**config.mk**
```make
export PLATFORM = sky130hd
export DESIGN_NAME = prog_clk_gen
export DESIGN_NICKNAME = d
export VERILOG_FILES = /design/src/rtl/prog_clk_gen.sv
export SDC_FILE = /design/constraint.sdc
export NUM_CORES = 1
export LEC_CHECK = 0
export ABC_CLOCK_PERIOD_IN_PS = 5100
export CAP_MARGIN = 15
export CORE_MARGIN = 10
export CORE_UTILIZATION = 25
export DETAILED_ROUTE_END_ITERATION = 10
export RECOVER_POWER = 25
export SETUP_SLACK_MARGIN = 0.2
export SKIP_LAST_GASP = 1
export SYNTH_ARGS = -nofsm -noshare
export SYNTH_HDL_FRONTEND = slang
export SYNTH_SLANG_ARGS = --single-unit
```
**constraint.sdc**
```tcl
create_clock -name clk -period 5.1 [get_ports clk]
set_input_delay 0.765 -clock clk [delete_from_list [all_inputs] [get_ports clk]]
set_output_delay 0.765 -clock clk [all_outputs]
set_load 0.01 [all_outputs]
```
**src/rtl/prog_clk_gen.sv**
```systemverilog
// Programmable clock/enable generator: divides clk by a run-time ratio, with square, PWM and
// one-shot modes. New configs go into a shadow and become active only at period boundaries.
module prog_clk_gen #(
    parameter int unsigned CNT_W    = 8,
    parameter int unsigned DEF_DIV  = 4,
    parameter int unsigned DEF_HIGH = 2
) (
    input  logic             clk,
    input  logic             rst,
    input  logic             en,
    input  logic             load,
    input  logic [CNT_W-1:0] div_in,
    input  logic [CNT_W-1:0] high_in,
    input  logic [1:0]       mode_in,
    output logic             clk_out,
    output logic             tick,
    output logic             cfg_ack,
    output logic             busy,
    output logic             err,
    output logic [CNT_W-1:0] cnt_out
);

    typedef enum logic [1:0] {StIdle, StRun, StHold} state_e;

    localparam logic [1:0] ModeSquare  = 2'd0;
    localparam logic [1:0] ModeOneShot = 2'd2;
    localparam logic [1:0] ModeIllegal = 2'd3;

    state_e           state_q, state_d;
    logic [CNT_W-1:0] cnt_q, cnt_d;
    logic             clk_out_q, clk_out_d;
    logic             tick_q, tick_d;
    logic             cfg_ack_q, cfg_ack_d;
    logic             err_q, err_d;
    logic [CNT_W-1:0] div_q, div_d;
    logic [CNT_W-1:0] high_q, high_d;
    logic [1:0]       mode_q, mode_d;
    logic [CNT_W-1:0] sh_div_q, sh_div_d;
    logic [CNT_W-1:0] sh_high_q, sh_high_d;
    logic [1:0]       sh_mode_q, sh_mode_d;
    logic             pending_q, pending_d;

    logic             load_ok;
    logic             wrap;
    logic             apply;
    logic [CNT_W-1:0] heff;
    logic [CNT_W-1:0] cnt_inc;

    always_comb begin
        load_ok = load && (div_in >= CNT_W'(2)) && (mode_in != ModeIllegal) &&
                  ((mode_in == ModeSquare) || ((high_in != '0) && (high_in < div_in)));
        wrap    = (state_q == StRun) && (cnt_q == div_q - CNT_W'(1));
        // A load on the boundary edge itself re-captures and defers application.
        apply   = pending_q && !load_ok && ((state_q != StRun) || wrap);

        div_d     = div_q;
        high_d    = high_q;
        mode_d    = mode_q;
        sh_div_d  = sh_div_q;
        sh_high_d = sh_high_q;
        sh_mode_d = sh_mode_q;
        pending_d = pending_q;
        cfg_ack_d = apply;
        err_d     = err_q | (load & ~load_ok);

        if (apply) begin
            div_d     = sh_div_q;
            high_d    = sh_high_q;
            mode_d    = sh_mode_q;
            pending_d = 1'b0;
        end
        if (load_ok) begin
            sh_div_d  = div_in;
            sh_high_d = high_in;
            sh_mode_d = mode_in;
            pending_d = 1'b1;
        end

        heff    = (mode_d == ModeSquare) ? (div_d >> 1) : high_d;
        cnt_inc = wrap ? '0 : cnt_q + CNT_W'(1);

        state_d   = state_q;
        cnt_d     = '0;
        clk_out_d = 1'b0;
        tick_d    = 1'b0;

        // Wrap decisions follow the mode of the period that is ending.
        unique case (state_q)
            StIdle: begin
                if (en) begin
                    state_d   = StRun;
                    clk_out_d = (heff != '0);
                end
            end
            StRun: begin
                if (wrap && (mode_q == ModeOneShot)) begin
                    state_d = StHold;
                end else if ((mode_q != ModeOneShot) && !en) begin
                    state_d = StIdle;
                end else begin
                    cnt_d     = cnt_inc;
                    clk_out_d = (cnt_inc < heff);
                    tick_d    = (cnt_inc == div_d - CNT_W'(1));
                end
            end
            StHold: begin
                if (!en) begin
                    state_d = StIdle;
                end
            end
            default: state_d = StIdle;
        endcase
    end

    always_ff @(posedge clk) begin
        if (rst) begin
            state_q   <= StIdle;
            cnt_q     <= '0;
            clk_out_q <= 1'b0;
            tick_q    <= 1'b0;
            cfg_ack_q <= 1'b0;
            err_q     <= 1'b0;
            div_q     <= CNT_W'(DEF_DIV);
            high_q    <= CNT_W'(DEF_HIGH);
            mode_q    <= ModeSquare;
            sh_div_q  <= '0;
            sh_high_q <= '0;
            sh_mode_q <= ModeSquare;
            pending_q <= 1'b0;
        end else begin
            state_q   <= state_d;
            cnt_q     <= cnt_d;
            clk_out_q <= clk_out_d;
            tick_q    <= tick_d;
            cfg_ack_q <= cfg_ack_d;
            err_q     <= err_d;
            div_q     <= div_d;
            high_q    <= high_d;
            mode_q    <= mode_d;
            sh_div_q  <= sh_div_d;
            sh_high_q <= sh_high_d;
            sh_mode_q <= sh_mode_d;
            pending_q <= pending_d;
        end
    end

    assign clk_out = clk_out_q;
    assign tick    = tick_q;
    assign cfg_ack = cfg_ack_q;
    assign busy    = (state_q == StRun);
    assign err     = err_q;
    assign cnt_out = cnt_q;

endmodule

```
== Word level (Yosys, flattened, before mapping) ==
Index checks and enable logic that the tools add are counted.
W data, S select, Z words.

* Logic and storage cells: 71
* Flip-flop bits (word level): 51
* Input port bits: 22
* Output and inout bits: 13

* Eq/ne operators: 11
* Reductions and logical operators: 21
* Multiplexer cells: 16
* Add/subtract/negate cells: 3
* Bitwise operators: 4
* Magnitude comparators: 3

{| class="wikitable"
|+ Operators with widths
! operator !! count
|-
| $mux W8 || 4
|-
| $eq A8 B8 Y1 || 2
|-
| $lt A8 B8 Y1 || 2
|-
| $reduce_bool A8 Y1 || 2
|-
| $sub A8 B1 Y8 const B || 2
|-
| $mux W2 || 5
|-
| $logic_and A1 B1 Y1 || 9
|-
| $add A8 B1 Y8 const B || 1
|-
| $ge A8 B2 Y1 const B || 1
|-
| $ne A2 B2 Y1 const B || 4
|-
| $logic_not A2 Y1 || 3
|-
| $pmux W2 S3 || 1
|-
| $mux W1 || 5
|-
| $eq A2 B2 Y1 const B || 2
|-
| $reduce_or A4 Y1 || 1
|-
| $ne A3 B1 Y1 const B || 1
|-
| $reduce_and A3 Y1 || 1
|-
| $eq A2 B1 Y1 const B || 1
|-
| $logic_not A1 Y1 || 2
|-
| $logic_or A1 B1 Y1 || 2
|-
| $ne A2 B1 Y1 const B || 1
|-
| $not A1 Y1 || 2
|-
| $pmux W1 S2 || 1
|-
| $reduce_bool A2 Y1 || 1
|-
| other kinds (2) || 2
|}

== Logic depth before layout (Yosys ltp) ==
Gate-level depths: netlist (run 1).

* Word-level depth: 14
* Depth in mapped cells: 21
* Gate-level depth less buffers: 18

== Worst setup path before layout (run 1) ==
Ideal clock, no wire load.

* Path kind: input port to flip-flop
* Start point: input port div_in[2]
* End point: register tick_q (netlist: tick)
* Arrival: 3.644 ns
* Stages: 17
* Path buffers: 1
* Slack: 1.365 ns
* Setup time: 0.091 ns
* Required time: 5.009 ns
* Cell sequence: inv_1 -> ha_1 -> a211o_1 -> a31oi_1 -> o41ai_2 -> o21ai_1 -> nor2_2 -> buf_2 -> a21oi_1 -> ha_1 -> xor2_1 -> nand2_1 -> a41oi_1 -> a31oi_1 -> mux2i_1 -> nand4b_1 -> a311oi_1

* Word-level cells in the longest chain between the ends: 10
* Elaborated cells on any way between the ends: 13
* Classes of those cells: add/sub: 1; order compare: 2; eq/ne: 1; mux: 1; reduce/logical: 8

{| class="wikitable"
|+ RTL lines
! item !! RTL line !! RTL
|-
| start, declared || 12 || <nowiki>input logic [CNT_W-1:0] div_in,</nowiki>
|-
| $ge A8 B2 Y1 or $lt A8 B8 Y1 (tied branches) || 50, 51 ||
|-
| $logic_and A1 B1 Y1 (on tied branches) || 50, 51 ||
|-
| $logic_and A1 B1 Y1 or $logic_or A1 B1 Y1 (tied branches) || 50, 51 ||
|-
| $logic_and A1 B1 Y1 * || 50 || <nowiki>load_ok = load && (div_in >= CNT_W'(2)) && (mode_in != ModeIllegal) &&</nowiki>
|-
| $logic_not A1 Y1 * || 54 || <nowiki>apply = pending_q && !load_ok && ((state_q != StRun) || wrap);</nowiki>
|-
| $logic_and A1 B1 Y1 * (2 in series) || 54 ||
|-
| $mux W8 * || 66 || <nowiki>if (apply) begin</nowiki>
|-
| $sub A8 B1 Y8 * || 103 || <nowiki>tick_d = (cnt_inc == div_d - CNT_W'(1));</nowiki>
|-
| $eq A8 B8 Y1 * || 103 ||
|-
| end signal, assigned || 134 || <nowiki>tick_q <= tick_d;</nowiki>
|-
| end, declared || 32 || <nowiki>logic tick_q, tick_d;</nowiki>
|}

Every way passes the cells marked *; elsewhere a longest branch is shown, timed or not.
A chain may end at the register's enable or synchronous reset.

== Worst setup path after layout (run 1) ==
Ends and elaborated chain as after synthesis.

==> results of run 1 <==
[final timing paths]
path,end,cells after the start
setup / recovery,tick,17
hold / removal,high_q[7],2
setup reg to reg,tick,15
hold reg to reg,high_q[7],2
[worst register-to-register path: stages (launching register included)]
cell and delay [ns]:
dfxtp_1 0.47, nor4_4 0.59, mux2_4 0.35, a211oi_2 0.28, o21ai_2 0.22, a21oi_2 0.51, nor2_2 0.09, a21oi_1 0.32
ha_1 0.32, xor2_1 0.22, nand2_1 0.12, a41oi_1 0.19, a31oi_1 0.06, mux2i_1 0.14, nand4b_1 0.12, a311oi_1 0.24
[area by class of cell]
type                       instances  area (um^2)
clock buffer                       6          129
clock inverter                     2         17.5
fill                            1528         9770
inverter                          17         63.8
multi-input combinational        368         2380
sequential                        51         1020
tap                              180          225
timing repair buffer              40          382
[power by group]
part	total (uW)	internal (uW)	switching (uW)
clock network	338	184	154
logic	185	76.9	108
registers	432	413	19.0
[cells in the mapped netlist (13+ instances only)]
cell type and n:
a21oi_1 45, clkbuf_1 13, dfxtp_1 51, ha_1 17, inv_1 17, mux2i_1 27
nand2_1 55, nor2_1 61, nor3_1 14, o21ai_0 15, xnor2_1 13, xor2_1 13
[cells in the final DEF, fill, tap and decap left out, types with 3 or more instances in the layout]
cell type,instances
mux2i_1,27
nor3_1,14
xor2_1,13
dfxtp_1,51
nand2_1,55
nand4_1,8
clkdlybuf4s50_1,22
nor2_1,61
nor4_1,8
and3_1,4
dlygate4sd3_1,12
xnor2_1,13
o21ai_0,15
a31oi_1,6
a211oi_1,4
inv_1,17
buf_4,5
nand3b_1,3
a221oi_1,3
nand3_1,11
nand2b_1,3
a21oi_1,45
clkbuf_16,5
ha_1,17
and2_1,3
[flip-flops by register name, summed over array words and instances (netlist names), 2 cells and up]
register,cells
state_q,2
sh_high_q,8
sh_mode_q,2
div_q,8
high_q,8
cnt_out,8
sh_div_q,8
mode_q,2
[cell families after synthesis]
logic type	after synthesis	share of synthesized area [%]
buf+inv	43	5.68
xor+xnor	26	6.31
fa+ha+maj	17	5.89
simple gates	195	26.9
mux	29	8.21
flops	51	28.3
compound gates	101	18.7
[metal layers]
metal / up-vias / GRT usage, %
met1: 1635 / 13.3
met5: - / 0
met2: 140 / 17.1
met4: 0 / 2.45
met3: 12 / 2.57
li1: 1683 / -
[metrics by stage]
stage	std cells	hold WS, ns	utilization (%)	power, uW
2_1_floorplan	462	0.433	-	565
3_3_place_gp	656	0.443	29.2	621
3_5_place_dp	656	0.445	29.2	626
4_1_cts	664	0.455	30.2	966
5_1_grt	664	0.475	30.1	1000
6_report	664	0.454	30.1	955
==> flow_metrics.py, run 1 <==
metrics = {
    "clock_tree": {
        "cts.clk_slew.worst_paths_ns": 0.08,
        "clock_latency_ns": 0.30,
        "cts.sinks": 51,
        "cts_resized": 0,
        "cts-root-buf": "clkbuf_16",
        "postCtsHoldBufs": 0,
        "clockBufferDepth": 2,
        "cts_tree": "done",
        "cts_made_buffers": 5,
        "htree_levels": 2,
        "post_cts_buffers": 0,
    },
    "synth": {
        "synthFlopType": "dfxtp_1",
        "syn-instance-count": 462,
        "synth_fp_nets": 501,
        "yosysSeqAreaShare_pct": 28.3,
        "synth-edff-count": 0,
        "async_reset_ff_share_pct": 0,
        "syn_area_um2": 3610,
        "synth-seq-cells": 51,
        "syn_avg_cell_area_um2": 7.81,
        "synth_top_cell_area_share_pct": 28.3,
        "synthTopCellsByArea": "dfxtp_1 (28%), mux2i_1 (7.5%), nor2_1 (6.3%)",
        "synth.yosys.warnings": 0,
        "ys_types": 66,
        "synth.largest_area_cell": "dfxtp_1",
    },
    "global_route": {
        "antenna_found_initial": 0,
        "overflow": 0,
        "grt_pass1_vias": 3338,
        "grt_usage_pct": 10.4,
        "grt_max_degree": 44,
        "grt_pass1_wl_um": 17200,
    },
    "worst_setup_path": {
        "critPathCaptureType": "register",
        "crit_path_max_fanout": 5,
        "critical_path_class": "input pin to register",
        "critPathMaxStageDelay_ns": 0.82,
        "cp_slowest_cell": "o41ai_1",
        "rrSetupSlack_ns": 0.77,
        "critPathLaunch": "div_in[2]",
        "cp_cell_sequence": "clkdlybuf4s50_1 -> inv_1 -> ha_1 -> a211o_1 -> a31oi_1 -> o41ai_1 -> o21a_1 -> mux2i_1 -> a311oi_2 -> ha_1 -> xor2_1 -> nand2_1 -> a41oi_1 -> a31oi_1 -> mux2i_1 -> nand4b_1 -> a311oi_1",
        "startpoint_type": "input pin",
        "arrival_ns": 4.82,
        "rr_startpoint": "div_q[2]",
        "critPathTopFamily": "compound AO/OA/AOI/OAI gates",
        "cp.buffers_inverters": 2,
        "critPathRequiredTime_ns": 5.31,
    },
    "finish": {
        "fin_nets": 522,
        "drive_gt1_share_pct": 7.23,
        "n_antenna_cell": 0,
        "stdcell_area_um2": 4210,
        "area_delta_synth_final_pct": 16.7,
    },
    "routing": {
        "route.detailed.drc": 0,
        "routedWlPerCell_um": 15.9,
        "drt-met1-wl_um": 4830,
        "via_count": 3470,
        "dr_wl_met2_um": 4840,
        "drtIter0Drc": 301,
        "ant_nets": 0,
        "top_layer_used": "met4",
        "viasPerCell": 5.23,
        "wl_met3_um": 775,
        "drt_wl_total_um": 10600,
        "first_pass_iters": 8,
    },
    "placement": {
        "placed_area_um2": 4080,
        "portBuffers": 34,
        "gp_congestion": 0.947,
        "pre_cts_slack_ns": 0.530,
        "dp_hpwl_um": 8020,
    },
    "die": {
        "coreArea_um2": 14000,
        "start_util_pct": 25.8,
        "row_count": 43,
        "pin_count": 35,
        "dieHeight_um": 140,
        "die_width_um": 140,
        "die-area_um2": 19600,
    },
    "sta": {
        "worst_pin_slew_ns": 1.02,
        "hold_viol": 0,
        "maxSlewViolCount": 0,
        "fin_tns_setup_ns": 0,
        "rsz0062_at_grt": "false",
        "setup_violations": 0,
        "relSlewSlack_pct": 31.8,
        "fin_skew_ns": 0.0135,
        "fmax_mhz": 217,
        "fin_ws_ns": 0.492,
        "finalCriticalPeriod_ns": 4.61,
        "min_period_over_period_pct": 90.4,
    },
    "power": {
        "ir_worst_vdd_mv": 0.130,
        "power_leakage_uw": 0.00161,
        "power.density_nw_per_um2": 227,
    },
    "hold_path": {
        "min_path_type": "register to register",
        "min_from": "high_q[7]",
    },
    "job": {
        "drv_cap": 0,
    },
    "outcome": {
        "status": "completed",
    },
}
(Power assumes the default switching activity.)
==> inputs of run 2 (changes only) <==
- DONT_BUFFER_PORTS: not set -> 1
==> run 2 against run 1 <==
First-iteration DRC count down 19%. Clock skew decreased by 0.0059 ns. Combinational power is 17% lower. Final area fell by 8.0%. Worst setup slack gained 0.43 ns. Sequential power about the same.
==> flow_metrics.py, run 2 (synthesis results as in run 1) <==
metrics = {
    "hold_path": {
        "min_path_type": "register to register",
    },
    "job": {
        "drv_cap": 0,
    },
    "routing": {
        "ant_nets": 0,
        "via_count": 3365,
        "first_pass_iters": 5,
        "route.detailed.drc": 0,
        "drt_wl_total_um": 10700,
        "routedWlPerCell_um": 17.1,
        "viasPerCell": 5.36,
        "drtIter0Drc": 244,
    },
    "finish": {
        "drive_gt1_share_pct": 7.14,
        "layout_commonest_cell": "nor2_1",
        "final_cell_mix": "nor2_1 (62), nand2_1 (55), dfxtp_1 (51)",
        "stdcell_area_um2": 3880,
        "multi_input_area_um2": 2370,
        "n_antenna_cell": 0,
        "fin_nets": 486,
        "area_delta_synth_final_pct": 7.42,
        "fin_cells": 628,
        "seqCellArea_um2": 1020,
        "fill_cells": 1520,
    },
    "global_route": {
        "grt_pass1_wl_um": 17400,
        "grt_usage_pct": 10.7,
        "grt_max_degree": 44,
        "overflow": 0,
        "antenna_found_initial": 0,
        "grt_pass1_vias": 3240,
    },
    "worst_setup_path": {
        "critPathCaptureType": "register",
        "critical_path_class": "register to register",
        "cp_slowest_cell": "a311oi_2",
        "critPathMaxStageDelay_ns": 0.46,
        "arrival_ns": 4.38,
        "crit_path_max_fanout": 9,
        "critPathRequiredTime_ns": 5.31,
        "cp.buffers_inverters": 1,
        "cp_cell_sequence": "inv_1 -> ha_1 -> nor3b_1 -> and3_2 -> a211oi_4 -> nor3_4 -> nand2_1 -> a311oi_2 -> ha_1 -> xor2_1 -> nand2_1 -> a41oi_1 -> a31oi_1 -> mux2i_1 -> nand4b_1 -> a311oi_1",
        "startpoint_type": "register",
        "critPathTopFamily": "simple AND/OR/NAND/NOR gates",
    },
    "clock_tree": {
        "clock_latency_ns": 0.30,
        "cts.clk_slew.worst_paths_ns": 0.07,
        "cts-root-buf": "clkbuf_16",
        "clockBufferDepth": 2,
        "cts.sinks": 51,
        "cts_tree": "done",
        "cts_resized": 0,
        "postCtsHoldBufs": 0,
        "cts_made_buffers": 5,
        "post_cts_buffers": 0,
        "htree_levels": 2,
    },
    "placement": {
        "numPlacedInstances": 620,
        "portBuffers": 0,
        "pre_cts_slack_ns": 1.02,
        "gp_congestion": 0.881,
        "placed_area_um2": 3720,
        "dp_hpwl_um": 8090,
    },
    "die": {
        "die_width_um": 140,
        "dieHeight_um": 140,
        "die-area_um2": 19600,
        "start_util_pct": 25.8,
        "row_count": 43,
        "pin_count": 35,
        "coreArea_um2": 14000,
    },
    "sta": {
        "fin_ws_ns": 0.925,
        "worst_pin_slew_ns": 0.903,
        "maxSlewViolCount": 0,
        "fmax_mhz": 239,
        "hold_viol": 0,
        "timing.hold.ws_ns": 0.444,
        "rsz0062_at_grt": "false",
        "setup_violations": 0,
        "fin_tns_setup_ns": 0,
        "fin_skew_ns": 0.00758,
        "relSlewSlack_pct": 39.8,
        "min_period_over_period_pct": 81.9,
        "finalCriticalPeriod_ns": 4.18,
    },
    "power": {
        "power.density_nw_per_um2": 252,
        "power.share.switching_pct": 27.8,
        "combPwrFrac_pct": 15.7,
        "internal-power_uw": 706,
        "power_leakage_uw": 0.00145,
        "seq_power_share_pct": 44.3,
        "power_frac_clock_pct": 40.0,
        "ir_worst_vdd_mv": 0.190,
        "switching_power_uw": 272,
    },
    "outcome": {
        "status": "completed",
    },
}
run 2: changes by cell type in the layout (fill, tap and decap cells not counted):
cell | before | now
clkinv_4 | 2 | 0
clkdlybuf4s50_1 | 22 | 0
dlygate4sd3_1 | 12 | 0
inv_6 | 0 | 1
nor2_1 | 61 | 62
nor2_2 | 2 | 1
buf_4 | 5 | 3
bufinv_16 | 0 | 1
run 2: area by class of cell:
cell class              instances  area share [%]
clock inverters                 2            1.00
inverters                      17            1.65
multi-input cells             368            61.2
flip-flops and latches         51            26.3
clock buffers                   6            3.32
well taps                     180            5.81
repair buffers                  4           0.678
run 2: worst min-delay path: stages, from the launching register on:
cell and delay, ns:
dfxtp_1 0.31, nand2_1 0.05, a21oi_1 0.05
run 2: metrics by stage:
step | utilization [%] | total power (uW)
3_3_place_gp | 26.6 | 591
5_1_grt | 27.7 | 1030
6_report | 27.7 | 978
4_1_cts | 27.8 | 987
3_5_place_dp | 26.6 | 595
2_1_floorplan | - | 565
run 2: routing by layer:
layer,track usage [%],vias to the layer above,wire length (um)
met5,0,-,0
met4,3.32,0,216
met3,3.55,19,1050
met2,16.5,125,4670
met1,13.6,1613,4790
li1,-,1608,-
run 2: path summary, 6_finish.rpt:
| kind | from | endpoint | slack [ns] | cells past startpoint |
|---|---|---|---|---|
| max | div_q[0] | tick | 0.92 | 16 |
| min | high_q[7] | high_q[7] | 0.44 | 2 |
| max reg2reg | div_q[0] | tick | 0.92 | 16 |
| min reg2reg | high_q[7] | high_q[7] | 0.44 | 2 |
run 2: power by group through the flow:
stage               Combinational, uW  Sequential [uW]  Clock, uW
floorplan                         133              433          0
global placement                  150              442          0
detailed placement                153              442          0
CTS                               154              433        400
global route                      170              436        421
finish                            153              433        391
==> inputs of run 3 (changes only) <==
- ABC_CLOCK_PERIOD_IN_PS: 5100 -> 4250
- clock period: 5.1 -> 4.25 ns (I/O delays scaled with it)
==> run 3 against run 2 <==
Sequential share of layout area shrank 0.55 points. Critical path depth is the same. Non-clock buffer count grew 15. Core utilization grew 0.66 points. Clock skew is essentially flat. Combinational power grew 26%. Critical path type is now input pin to register.
==> flow_metrics.py, run 3 (synthesis results as in run 1) <==
metrics = {
    "placement": {
        "numPlacedInstances": 631,
        "gp_congestion": 0.910,
        "dp_hpwl_um": 8300,
        "portBuffers": 0,
        "placed_area_um2": 3810,
    },
    "worst_setup_path": {
        "startpoint_type": "input pin",
        "crit_path_max_fanout": 5,
        "critical_path_class": "input pin to register",
        "rrSetupSlack_ns": 0.47,
        "critPathRequiredTime_ns": 4.47,
        "arrival_ns": 4.07,
        "critPathCaptureType": "register",
    },
    "outcome": {
        "status": "completed",
    },
    "finish": {
        "layout_commonest_cell": "nor2_1",
        "stdcell_area_um2": 3970,
        "multi_input_area_um2": 2380,
        "fin_util_pct": 28.4,
        "fin_nets": 501,
        "n_antenna_cell": 0,
        "drive_gt1_share_pct": 10.6,
        "final_cell_mix": "nor2_1 (61), nand2_1 (55), dfxtp_1 (49)",
        "fill_cells": 1538,
        "seqCellArea_um2": 1020,
        "area_delta_synth_final_pct": 9.98,
        "fin_cells": 643,
    },
    "sta": {
        "finalCriticalPeriod_ns": 3.85,
        "fmax_mhz": 260,
        "relSlewSlack_pct": 33.1,
        "timing.hold.ws_ns": 0.394,
        "maxSlewViolCount": 0,
        "rsz0062_at_grt": "false",
        "fin_skew_ns": 0.00778,
        "fin_tns_setup_ns": 0,
        "setup_violations": 0,
        "worst_pin_slew_ns": 1.00,
        "hold_viol": 0,
        "min_period_over_period_pct": 90.6,
    },
    "clock_tree": {
        "cts.clk_slew.worst_paths_ns": 0.08,
        "cts_tree": "done",
        "htree_levels": 2,
        "clockBufferDepth": 2,
        "cts.sinks": 51,
        "cts-root-buf": "clkbuf_16",
        "clock_latency_ns": 0.30,
        "cts_made_buffers": 5,
    },
    "routing": {
        "route.detailed.drc": 0,
        "first_pass_iters": 7,
        "viasPerCell": 5.20,
        "via_count": 3341,
        "routedWlPerCell_um": 16.9,
        "ant_nets": 0,
        "drtIter0Drc": 247,
        "drt_wl_total_um": 10900,
    },
    "power": {
        "power_leakage_uw": 0.00151,
        "ir_worst_vdd_mv": 0.286,
        "power.density_nw_per_um2": 285,
    },
    "die": {
        "pin_count": 35,
        "dieHeight_um": 140,
        "start_util_pct": 25.8,
        "die-area_um2": 19600,
        "row_count": 43,
        "die_width_um": 140,
        "coreArea_um2": 14000,
    },
    "global_route": {
        "grt_pass1_vias": 3303,
        "antenna_found_initial": 0,
        "grt_max_degree": 44,
        "overflow": 0,
        "grt_pass1_wl_um": 17600,
        "grt_usage_pct": 10.7,
    },
    "job": {
        "drv_cap": 0,
    },
    "hold_path": {
        "min_path_type": "input pin to register",
    },
}
-- run 3: cell count changes in the layout (fill, tap and decap cells not counted), sizes merged --
cell      delta
buf         +12
clkbuf       +2
bufinv       -1
clkinv       +1
clkinvlp     +1
-- run 3: layer usage --
layer  vias up  share of wire, %  track usage [%]
li1       1625                 -                -
met4         0               1.4             2.93
met1      1574                44             13.6
met5         -                 0                0
met2       126                45             17.1
met3        16               9.4             3.38
-- run 3: timing repair --
action / CTS / global route
buffers inserted: 0 / 4
gates resized for setup: 0 / 3
setup endpoints to repair: 0 / 2
hold buffers: 0 / 0
hold endpoints to repair: 0 / 0
-- run 3: final timing paths --
kind,start,cells past startpoint,endpoint
hold / removal,rst,1,div_q[1]
setup reg to reg,div_q[2],17,tick
setup / recovery,div_in[2],16,tick
hold reg to reg,high_q[6],2,high_q[6]
-- run 3: through the flow --
step	setup slack [ns]	total power [uW]
after detailed placement	0.292	720
after CTS	0.279	1140
after global placement	0.456	715
after global routing	0.159	1180
final	0.401	1130
after floorplan	0.637	679
-- run 3: cell type report --
class	instances	area share [%]
clock inverter	3	0.599
clock buffer	5	3.15
timing repair buffer	19	3.21
sequential	51	25.8
multi-input combinational	368	60.0
tap	180	5.67
inverter	17	1.61
-- run 3: worst max-delay path, stage by stage --
cell and delay (ns):
inv_1 0.04, ha_1 0.30, a211o_1 0.12, a31oi_1 0.03, o41ai_1 0.76, o21a_1 0.37, mux2i_1 0.13, a311oi_2 0.33
ha_1 0.33, xor2_1 0.20, nand2_1 0.07, a41oi_1 0.18, a31oi_1 0.06, mux2i_1 0.15, nand4b_1 0.11, a311oi_1 0.24
-- run 3: power breakdown --
part,switching [uW],internal (uW),leakage [uW],total [uW]
clock,197,222,0.0000717,419
combinational,117,76.8,0.00102,193
sequential,23.2,495,0.000416,519
total,337,794,0.00151,1130
